### config.mk
export PLATFORM = sky130hd
export DESIGN_NAME = stream_width_downsizer
export DESIGN_NICKNAME = d
export VERILOG_FILES = /design/src/rtl/stream_width_downsizer.sv
export SDC_FILE = /design/constraint.sdc
export NUM_CORES = 1
export LEC_CHECK = 0
export ABC_AREA = 1
export BUFFER_PORTS_ARGS = -buffer_cell sky130_fd_sc_hd__buf_2
export CORE_MARGIN = 8
export CORE_UTILIZATION = 55
export CTS_BUF_LIST = sky130_fd_sc_hd__clkbuf_2 sky130_fd_sc_hd__clkbuf_4 sky130_fd_sc_hd__clkbuf_8
export CTS_CLUSTER_DIAMETER = 40
export DETAILED_ROUTE_END_ITERATION = 16
export MAX_ROUTING_LAYER = met4
export PLACE_DENSITY = 0.88
export SETUP_SLACK_MARGIN = 0.3
export SKIP_CTS_REPAIR_TIMING = 1
export SLEW_MARGIN = 20
export SYNTH_ARGS = -nofsm -noshare
export SYNTH_HDL_FRONTEND = slang
export SYNTH_SLANG_ARGS = --single-unit
### constraint.sdc
create_clock -name ap_clk -period 2.3 [get_ports ap_clk]
set_clock_uncertainty 0.15 [all_clocks]
set_input_delay 0.115 -clock ap_clk [delete_from_list [all_inputs] [get_ports ap_clk]]
set_output_delay 0.115 -clock ap_clk [all_outputs]
set_load 0.01 [all_outputs]
### src/rtl/stream_width_downsizer.sv
// -----------------------------------------------------------------------------
// stream_width_downsizer
//
// Drains IN_WIDTH-bit AXI-Stream words from a StreamingFIFO and re-emits each
// word as RATIO = IN_WIDTH/OUT_WIDTH narrower beats, least-significant slice
// first. It sustains one output beat per cycle. Consecutive words chain
// without a bubble: the next word is accepted on the same edge that the last
// slice of the current word is consumed.
//
// Ports
//   ap_clk        in   1          sole clock, rising edge
//   ap_rst        in   1          synchronous, active-high reset
//   in0_V_TDATA   in   IN_WIDTH   input word
//   in0_V_TVALID  in   1          input word valid
//   in0_V_TREADY  out  1          input word accepted this cycle
//   out_V_TDATA   out  OUT_WIDTH  current output slice
//   out_V_TVALID  out  1          output slice valid
//   out_V_TREADY  in   1          downstream accepts the slice
// -----------------------------------------------------------------------------
module stream_width_downsizer #(
   parameter int IN_WIDTH  = 32,
   parameter int OUT_WIDTH = 8
) (
   input  logic                 ap_clk,
   input  logic                 ap_rst,
   input  logic [IN_WIDTH-1:0]  in0_V_TDATA,
   input  logic                 in0_V_TVALID,
   output logic                 in0_V_TREADY,
   output logic [OUT_WIDTH-1:0] out_V_TDATA,
   output logic                 out_V_TVALID,
   input  logic                 out_V_TREADY
);

   localparam int RATIO = (OUT_WIDTH > 0) ? (IN_WIDTH / OUT_WIDTH) : 0;
   localparam int IDX_W = (RATIO > 1) ? $clog2(RATIO) : 1;
   localparam logic [IDX_W-1:0] IDX_LAST = IDX_W'(RATIO - 1);

   // Reject widths that do not split into at least two whole slices.
   generate
      if ((OUT_WIDTH < 1) || (RATIO < 2) || ((IN_WIDTH % OUT_WIDTH) != 0)) begin : g_bad_params
         $error("stream_width_downsizer: IN_WIDTH must be an integer multiple (>=2) of OUT_WIDTH");
      end
   endgenerate

   typedef enum logic {
      S_EMPTY = 1'b0,
      S_HOLD  = 1'b1
   } state_t;

   state_t                r_state;
   state_t                w_state_nxt;
   logic [IN_WIDTH-1:0]   r_hold;
   logic [IN_WIDTH-1:0]   w_hold_nxt;
   logic [IDX_W-1:0]      r_idx;
   logic [IDX_W-1:0]      w_idx_nxt;
   logic                  w_valid;
   logic                  w_last;
   logic                  w_in_ready;
   logic                  w_in_fire;
   logic                  w_out_fire;
   logic [OUT_WIDTH-1:0]  w_slice;

   // Handshake decode. Ready depends only on state, reset and the downstream
   // ready, never on in0_V_TVALID/TDATA. The path from out_V_TREADY is what
   // lets a new word chain onto the last slice without a bubble.
   always_comb begin
      w_valid    = (r_state == S_HOLD);
      w_last     = w_valid && (r_idx == IDX_LAST);
      w_in_ready = !ap_rst && (!w_valid || (w_last && out_V_TREADY));
      w_in_fire  = in0_V_TVALID && w_in_ready;
      w_out_fire = w_valid && out_V_TREADY;
   end

   // Next-state logic. An input fire always wins. On a chained cycle the last
   // slice leaves and the new word lands with idx back at 0.
   always_comb begin
      w_state_nxt = r_state;
      w_idx_nxt   = r_idx;
      w_hold_nxt  = r_hold;
      if (w_in_fire) begin
         w_state_nxt = S_HOLD;
         w_idx_nxt   = '0;
         w_hold_nxt  = in0_V_TDATA;
      end else if (w_out_fire) begin
         if (w_last) begin
            w_state_nxt = S_EMPTY;
            w_idx_nxt   = '0;
         end else begin
            w_idx_nxt   = r_idx + IDX_W'(1);
         end
      end
   end

   // Slice select. Index values >= RATIO are unreachable when RATIO is not a
   // power of two; they fall through to zero.
   always_comb begin
      w_slice = '0;
      for (int i = 0; i < RATIO; i++) begin
         if (r_idx == IDX_W'(i)) begin
            w_slice = r_hold[i*OUT_WIDTH +: OUT_WIDTH];
         end
      end
   end

   // State register. The hold register is also cleared so that out_V_TDATA
   // reads zero after reset, and any half-emitted word is dropped.
   always_ff @(posedge ap_clk) begin
      if (ap_rst) begin
         r_state <= S_EMPTY;
         r_idx   <= '0;
         r_hold  <= '0;
      end else begin
         r_state <= w_state_nxt;
         r_idx   <= w_idx_nxt;
         r_hold  <= w_hold_nxt;
      end
   end

   assign in0_V_TREADY = w_in_ready;
   assign out_V_TVALID = w_valid;
   assign out_V_TDATA  = w_slice;

endmodule

### Word level (Yosys, flattened, before mapping)

Index checks and enable logic that the tools add are counted.

| storage, ports and cells | value |
|---|---|
| word-level logic and storage cells | 28 |
| flip-flop bits (word level) | 35 |
| memories | 0 |
| bits in read-only memories | 0 |
| latch bits | 0 |
| output and inout bits | 10 |
| bits in writable memories | 0 |

| operators by class | value |
|---|---|
| bitwise gates (word level) | 0 |
| divide/modulo/power cells | 0 |
| mux-type cells | 8 |
| add/subtract/negate cells | 1 |
| reductions and logical operators | 13 |
| equal/unequal tests | 3 |
| order comparisons | 0 |
| shifts and indexed selects | 0 |
| multipliers | 0 |

Operator list:

| kind | count |
|---|---|
| $mux W8 | 4 |
| $logic_and A1 B1 Y1 | 5 |
| $eq A2 B2 Y1 const B | 2 |
| $reduce_bool A2 Y1 | 2 |
| $mux W1 | 3 |
| $add A2 B1 Y2 const B | 1 |
| $eq A2 B1 Y1 const B | 1 |
| $logic_not A1 Y1 | 2 |
| $logic_not A2 Y1 | 1 |
| $mux W2 | 1 |
| $reduce_and A2 Y1 | 1 |
| $reduce_or A2 Y1 | 1 |
| $logic_or A1 B1 Y1 | 1 |

### Logic depth before layout (Yosys ltp)

Gate-level depths: netlist (run 1).

| logic depth | value |
|---|---|
| word-level depth | 8 |
| depth in mapped cells | 8 |
| gate-level depth less buffers | 7 |

### Worst setup path after synthesis (run 1)

OpenSTA, ideal clock, no wires.

| timing path | value |
|---|---|
| kind | reg-to-output |
| from | reg r_idx[0] |
| to | out out_V_TDATA[1] |
| slack | 828 ps |
| required time | 2035 ps |
| path buffers | 1 |
| cell stages (with the launch flop) | 7 |
| data arrival time | 1207 ps |
| path through | dfxtp_1 > inv_1 > ha_1 > inv_2 > buf_2 > nand3_1 > a21oi_1 |

| on the way | value |
|---|---|
| word-level cells in the longest chain between the ends | 5 |
| elaborated cells between the ends (all ways) | 8 |
| classes of those cells | eq/ne: 3; mux: 4; reduce/logical: 1 |

Ends and longest elaborated chain:

| element | line | source |
|---|---|---|
| from (decl) | 54 | `logic [IDX_W-1:0] r_idx;` |
| from (signal assigned) | 114 | `r_idx <= w_idx_nxt;` |
| $logic_not A2 Y1 | 99 | `if (r_idx == IDX_W'(i)) begin` |
| $mux W8 (3 in a row) | 99 |  |
| $mux W8 (*) | 99 |  |
| to (decl) | 29 | `output logic [OUT_WIDTH-1:0] out_V_TDATA,` |

Every way passes the cells marked *; elsewhere a longest branch is shown, timed or not.

### Final worst setup path (run 1)

Ends and elaborated chain as after synthesis.

==> metrics list, run 1 <==
- Final count of pins violating max slew: 0
- Cell leakage power: roughly 1.2 nW
- Global routing used 15.6% of the available tracks across all layers.
- Summed over all instances, the cell type with the most area after synthesis is sky130_fd_sc_hd__dfxtp_1.
- Drc violations: 0
- Most common cell after layout, fill and taps aside: sky130_fd_sc_hd__nand2_1
* Vias per inst: between 5 and 6
* Unique cell type count in the Yosys netlist: 16
- The synthesized netlist devotes 0% of its cell area to XOR and XNOR gates.
* Final Wtd Congestion: ~0.87
- Clock tree synthesis inserted a total of 5 buffers.
* Status: finished, final reports clean
- After Yosys synthesis, full adders, half adders and majority gates account for 2.71% of the synthesized area.
- Data arrival, critical path: roughly 1.7 ns
- Number of endpoints failing setup at the final stage: 0
- Area contributors post-synth: sky130_fd_sc_hd__dfxtp_1, sky130_fd_sc_hd__nand3_2, sky130_fd_sc_hd__nand2_1
- Synthesized cell area: approximately 0.0018 mm2
* CTS root buffer: sky130_fd_sc_hd__clkbuf_4
* Final standard cell area without fillers: 0.00248 mm2
- Initial antenna violation count: 0
- Multiplexer area fraction after synthesis: 0%
- Summing the sequential cell areas from Yosys gives 38.0% of the chip area.
* Area fraction of the dominant cell type after synthesis: a little under two fifths
- Clock latency on the worst-skew pair, taken at its later pin, is between 0.3 and 0.4 ns.
* Wirelength, routed: roughly 5.0 mm
* Max IR drop VDD: ~0.00041 V
* Global-route wire length before repair: between 6 and 7 mm
* Area share of and/or/nand/nor cells after synthesis: 45.8%
* Area grow syn2layout: 34.6%
- Row generation in the floorplan step produced 21 rows.
- Total of buffers placed on input and output ports: 45
- Clock-pin slew was measured on the worst setup and hold paths at 0.11 ns.
* Transition time at the pin with the least slew margin: ~0.55 ns
* CP endpoint kind: output pin
* Unrepaired setup endpoints after global routing: no
- Number of antenna cells inserted: 0
* Die W: around 74 um
- The path class of the tightest hold or removal check is input port to flop.
* Biggest fanout along the worst timing path: 11
- Net count reported at finish: 352
- Post-synthesis cell count: about 240
- Total power density per cell area: approximately 520 mW/mm2
* Final Hold Violating Endpoints: 0
* Largest net degree at the start of global routing: 35
- In the final routed layout, each cell accounts on average for between 10 and 15 um.
- In this run the remaining antenna-violating nets after routing total 0.
- The floorplan step defined a die boundary enclosing approximately 0.0055 mm2.
* Max Freq: between 500 and 600 MHz
- Compound-Gate Fraction of Synth Area: under 10%
- Required time worst endpoint: around 2.0 ns
* Top library cells by usage in the layout, fill and taps aside: sky130_fd_sc_hd__nand2_1, sky130_fd_sc_hd__nand3_1, sky130_fd_sc_hd__buf_2, sky130_fd_sc_hd__dlygate4sd3_1, sky130_fd_sc_hd__dfxtp_1
- Max-cap violation count: 0
- The Yosys step of the flow raised 0 warnings.
* CTS tree: yes
- Iter 0 DRT Violations: 216
- Counting I/O delays and the setup requirement, the final critical path takes ~1.9 ns.
* Max-Slew Margin vs Limit: between 60% and 70%
- Share of the cycle needed by the critical path after routing: between 80% and 90%
- For this design, the sink count on the clock tree is 35.
* Overflow after GRT: 0
* Estimated wirelength of the detail-placed design: 3.10 mm
- The worst setup path is launched from a flop.
* Critical Setup Path Class: flop to output pin
- Hold Slack: about 0.18 ns
- The routed layout has approximately 1.9k vias.
- Cell area reported after detailed placement: between 0.002 and 0.0025 mm2
- By area, the combinational part of the netlist is dominated by simple AND/OR/NAND/NOR gates.
- Maximum buffer depth of the clock tree: 2
- Each instance of the synthesized netlist takes up on average a little under 8 um2.
* Number of nets in the synthesized netlist: roughly 280
- Height of the chip: 73.9 um
* Number of detailed-routing iterations run before antenna repair: 5
- Fraction of final layout cells sized beyond drive strength 1: roughly a third
- For this configuration, the core starts out at a cell density of approximately 56%.
- Number of global-route vias before repair: approximately 1.5k
- The floorplan step defined a core boundary enclosing 0.00328 mm2.
- Top-level port count: 46
- Register bit total from synthesis: 35
- Adding up every negative setup slack in the final design gives 0 ns.
- The H-tree was split into 2 levels.
-- layout make-up --
cell class / instances / area (um2)
inverters: 12 / 51.3
flip-flops and latches: 35 / 703
multi-input cells: 174 / 997
clock inverters: 2 / 12.5
clock buffers: 6 / 45.0
repair buffers: 84 / 616
fillers: 241 / 802
well taps: 46 / 57.6
-- stage by stage --
stage | worst slack [ns] | total power [mW] | std cells | util, %
detailed placement | 0.557 | 0.912 | 316 | 62.4
floorplan | 0.828 | 0.841 | 238 | -
global route | 0.228 | 1.35 | 359 | 75.6
CTS | 0.304 | 1.24 | 324 | 64.2
global placement | 0.595 | 0.904 | 316 | 62.4
finish | 0.351 | 1.29 | 359 | 75.6
-- flip-flops by register name, indices dropped and copies added (netlist names) --
| name | cells |
|---|---|
| r_idx | 2 |
| r_hold | 32 |
| out_V_TVALID | 1 |
-- layer usage --
| layer | wire [um] | vias to the layer above | track usage, % |
|---|---|---|---|
| met3 | 341 | 16 | 5.32 |
| met4 | 119 | 0 | 5.99 |
| met1 | 2080 | 847 | 18.6 |
| met5 | 0 | - | - |
| li1 | - | 934 | - |
| met2 | 2470 | 66 | 23.5 |
-- critical path, cell delays in order (launching register included) --
cell and delay (ns):
sky130_fd_sc_hd__dfxtp_2 0.39, sky130_fd_sc_hd__inv_1 0.09, sky130_fd_sc_hd__ha_2 0.24, sky130_fd_sc_hd__inv_4 0.12, sky130_fd_sc_hd__nand3_1 0.11, sky130_fd_sc_hd__a21oi_1 0.21
sky130_fd_sc_hd__buf_2 0.17
-- cell usage after synthesis --
master,n
sky130_fd_sc_hd__nor2_1,14
sky130_fd_sc_hd__nand3_1,47
sky130_fd_sc_hd__buf_6,6
sky130_fd_sc_hd__clkbuf_1,3
sky130_fd_sc_hd__a21oi_1,12
sky130_fd_sc_hd__ha_1,4
sky130_fd_sc_hd__inv_1,9
sky130_fd_sc_hd__nand3_2,29
sky130_fd_sc_hd__nand2_2,2
sky130_fd_sc_hd__inv_2,3
sky130_fd_sc_hd__dfxtp_1,35
sky130_fd_sc_hd__nand2_1,63
sky130_fd_sc_hd__nand3_4,1
sky130_fd_sc_hd__buf_2,8
sky130_fd_sc_hd__a21oi_4,1
sky130_fd_sc_hd__a21oi_2,1
-- logic make-up after synthesis --
family | after synthesis
buf+inv | 29
simple gates | 156
fa+ha+maj | 4
flops | 35
compound gates | 14
-- final timing paths --
path	slack, ns	startpoint	endpoint	depth (start not counted)
worst max-delay path	0.35	r_idx[0]	out_V_TDATA[1]	6
worst max register to register	0.54	r_idx[0]	r_idx[0]	6
worst min-delay path	0.18	in0_V_TVALID	r_hold[22]	4
worst min register to register	0.32	r_hold[31]	r_hold[31]	2
-- power breakdown --
part	internal (mW)	leakage [nW]	switching (mW)
Combinational	0.129	0.860	0.139
Sequential	0.651	0.290	0.0361
Clock	0.130	0.0317	0.204
(Power assumes the default switching activity.)
==> run 2: changes to the inputs <==
--- a/config.mk
+++ b/config.mk
@@ -5,15 +5,15 @@
 export SDC_FILE = /design/constraint.sdc
 export NUM_CORES = 1
 export LEC_CHECK = 0
-export ABC_AREA = 1
+export ABC_AREA = 0
 export BUFFER_PORTS_ARGS = -buffer_cell sky130_fd_sc_hd__buf_2
 export CORE_MARGIN = 8
-export CORE_UTILIZATION = 55
+export CORE_UTILIZATION = 49
 export CTS_BUF_LIST = sky130_fd_sc_hd__clkbuf_2 sky130_fd_sc_hd__clkbuf_4 sky130_fd_sc_hd__clkbuf_8
 export CTS_CLUSTER_DIAMETER = 40
 export DETAILED_ROUTE_END_ITERATION = 16
 export MAX_ROUTING_LAYER = met4
-export PLACE_DENSITY = 0.88
+export PLACE_DENSITY = 0.84
 export SETUP_SLACK_MARGIN = 0.3
 export SKIP_CTS_REPAIR_TIMING = 1
 export SLEW_MARGIN = 20
==> constraint.sdc (replaced) <==
create_clock -name ap_clk -period 1.6 [get_ports ap_clk]
set_clock_uncertainty 0.15 [all_clocks]
set_input_delay 0.08 -clock ap_clk [delete_from_list [all_inputs] [get_ports ap_clk]]
set_output_delay 0.08 -clock ap_clk [all_outputs]
set_load 0.01 [all_outputs]
==> run 2 against run 1 <==
Compared with the run above:
- the flow now finishes with violations (setup timing)
- routed wire length up 14%
- register-to-register slack worse by 0.83 ns
- total power up 75%
- sequential cell count is the same
- sequential power rose by 43%
- cell count fell by 15%
- clock-buffer cell count fell by 1
- highest routed layer unchanged
- global-route usage fell by 0.61 points
==> metrics list, run 2 <==
- Fill cells: between 150 and 200
- Setup slack on the critical path of the routed design comes to -0.431 ns.
- Data on the critical path is required at its endpoint by about 1.4 ns.
- Area fraction of the dominant cell type after synthesis: approximately two fifths
* Post-synthesis cell count: 163
- The region available for standard cell placement spans around 0.0033 mm2.
- Reg-to-reg slack, setup: -0.29 ns
- STA classifies the critical path endpoint as an output pin.
- Count of vias placed by the detailed router: between 1.5k and 2k
- Overall track demand over capacity in global routing: approximately 15%
- For this design, the sink count on the clock tree is 35.
- The initial antenna violation count is 0.
* Biggest fanout along the worst timing path: 7
- Number of global-route vias before repair: 1336
* Max reg flops: 32
- Unique cell type count in the Yosys netlist: 22
- Clock-pin slew was measured on the worst setup and hold paths at ~0.11 ns.
* Insertion delay of the later-clocked pin in the worst-skew pair: 0.36 ns
* Iter 0 DRT Violations: between 100 and 150
- The pre-antenna-repair detailed-routing pass consisted of 4 iterations.
- In this run the power density over the cells is about 800 mW/mm2.
- Max Freq: 492 MHz
- Routability-driven placement finished with a final weighted congestion of around 0.83.
* Total Power: 2.25 mW
* Top cells by instance count after synthesis: sky130_fd_sc_hd__nor2b_1, sky130_fd_sc_hd__dfxtp_1, sky130_fd_sc_hd__mux2_2, sky130_fd_sc_hd__nand2_1
- The floorplan step defined a die boundary enclosing ~0.0056 mm2.
- Initial core utilization: 50.9%
- The checks that failed: setup timing.
- For this design the top-level I/O count stands at 46.
- Number of nets in the synthesized netlist: 203
- Data arrival, critical path: around 1.8 ns
- Height of the chip: roughly 75 um
- Mean routed wirelength per cell: between 15 and 20 um
- Counting flops and latches in the post-synthesis netlist gives 35.
* Critical Path Start Type: flop
* Unrepaired setup endpoints after global routing: yes
* Mean post-synth cell area: about 10 um2
* Total of buffers placed on input and output ports: 45
- In this run the number of H-tree levels came out at 2.
* Maximum buffer depth of the clock tree: 2
- Vias per inst: around 5.1
* CTS tree: yes
* Shortest clock period the worst path allows after layout: just over 2 ns
* Max IR drop VDD: between 0.0007 and 0.0008 V
- Summing the sequential cell areas from Yosys gives approximately 41% of the chip area.
* Synthesized cell area: 0.00170 mm2
- Max-cap violations in this run came to 0.
- The first global-routing pass estimated between 6 and 7 mm of wire.
- Area contributors post-synth: sky130_fd_sc_hd__dfxtp_1, sky130_fd_sc_hd__mux2_2, sky130_fd_sc_hd__nor2b_1
* Most common cell after layout, fill and taps aside: sky130_fd_sc_hd__buf_2
- The Yosys step of the flow raised 0 warnings.
* Cell leakage power: 1.22 nW
- In the final timing run, aggregate negative setup slack is -11.47 ns.
* Estimated wirelength of the detail-placed design: approximately 2.7 mm
* Fraction of synthesis flops using an asynchronous set or reset pin: 0%
- Once detail routing completed, the nets flagged for antenna violations numbered 0.
- Relative to the synthesized area, the layout overhead comes to 65.8%.
* Die W: 74.9 um
* Number of buffers inserted during clock tree synthesis: 5
- Transition time at the pin with the least slew margin: between 0.3 and 0.4 ns
- Count of flip-flops with a built-in enable after synthesis: 0
- CTS placed an instance of sky130_fd_sc_hd__clkbuf_4 at the clock tree root.
- Number of core rows: 21
* Top FF cell, synth: sky130_fd_sc_hd__dfxtp_1
* Max-Slew Margin vs Limit: between 70% and 80%
- The critical path is of the flop to output pin type.
- Status: finished with violations
- Final count of pins violating max slew: 0
- Entering global routing, the biggest net connects 37 pins.
- The final layout contains 296 nets.
- Cell type with the largest total area after synthesis: sky130_fd_sc_hd__dfxtp_1
- The worst hold path belongs to the class input port to flop.
- Number of endpoints failing setup at the final stage: between 40 and 50
- Share of the cycle needed by the critical path after routing: 127%
- Wirelength, routed: roughly 5.7 mm
- sky130_fd_sc_hd__nor2b_1 is the most common cell in the netlist.
- Leaving out fill and tap cells, the most frequent cells in the layout are sky130_fd_sc_hd__buf_2, sky130_fd_sc_hd__nor2b_1, sky130_fd_sc_hd__dlygate4sd3_1, sky130_fd_sc_hd__dfxtp_1, sky130_fd_sc_hd__mux2_2.
- In the final layout, the share of cells above drive strength 1 is between 40% and 50%.
- Final Hold Violating Endpoints: 0
- More flip-flops sit in one register than any other, and that register is r_hold.
- Drc violations: 0
- Overflow after GRT: 0
- Worst setup timing slack at the placement stage: -0.327 ns
==> run 2: changes by cell type in the layout (fill, tap and decap cells not counted), moves of 5 or more <==
cell                      before  now
sky130_fd_sc_hd__nor2_1       14    3
sky130_fd_sc_hd__buf_6         0    5
sky130_fd_sc_hd__mux2_2        0   31
sky130_fd_sc_hd__nor2b_1       0   41
sky130_fd_sc_hd__a21oi_1      12    1
sky130_fd_sc_hd__nand2_1      63    9
sky130_fd_sc_hd__inv_1         8    0
sky130_fd_sc_hd__nand3_1      47    0
sky130_fd_sc_hd__nand3_2      29    0
sky130_fd_sc_hd__o31ai_1       0    6
==> run 2: worst paths after layout <==
kind | startpoint | to | cells past startpoint
min | out_V_TREADY | out_V_TVALID | 5
max reg2reg | r_idx[0] | r_hold[10] | 7
min reg2reg | r_hold[29] | r_hold[29] | 2
max | r_idx[0] | out_V_TDATA[0] | 7
==> run 2: worst max-delay path: stages, from the launching register on <==
cell	delay, ns
sky130_fd_sc_hd__dfxtp_4	0.39
sky130_fd_sc_hd__inv_4	0.09
sky130_fd_sc_hd__ha_4	0.12
sky130_fd_sc_hd__nor2b_4	0.18
sky130_fd_sc_hd__buf_12	0.16
sky130_fd_sc_hd__a221oi_2	0.07
sky130_fd_sc_hd__o31ai_1	0.23
sky130_fd_sc_hd__buf_2	0.19
==> run 2: layout make-up <==
type	count	area (um2)	area share (%)
multi-input cells	114	1110	39.3
repair buffers	98	825	29.3
flip-flops and latches	35	708	25.1
clock inverters	3	67.6	2.40
well taps	46	57.6	2.04
clock buffers	5	37.5	1.33
inverters	2	12.5	0.444
diodes	1	2.50	0.0888
==> run 2: power by group <==
part / internal [mW] / switching [mW]
Clock: 0.485 / 0.324
Sequential: 0.930 / 0.0481
Combinational: 0.284 / 0.177
==> run 2: metrics by stage <==
| stage | area [um2] | hold WS [ns] | util (%) | cells |
|---|---|---|---|---|
| after floorplan | 1760 | 0.0507 | - | 163 |
| after global placement | 2040 | 0.149 | 61.0 | 251 |
| after detailed placement | 2040 | 0.145 | 61.0 | 251 |
| after CTS | 2140 | -0.237 | 64.2 | 259 |
| after global routing | 2820 | 0.0441 | 84.4 | 303 |
| final | 2820 | 0.0489 | 84.4 | 304 |
==> run 2: cells by family after synthesis <==
logic type / synth area share [%]
simple gates: 20.3
fa+ha+maj: 2.95
compound gates: 8.91
buf+inv: 4.79
flops: 41.2
mux: 21.8
==> run 2: layer usage <==
layer  GRT usage, %  part of all wire (%)  up-vias
met1           17.7                    41      738
met5              -                     0        -
li1               -                     -      754
met3           6.66                   5.8       10
met2           21.7                    51       54
met4           5.87                   1.7        0
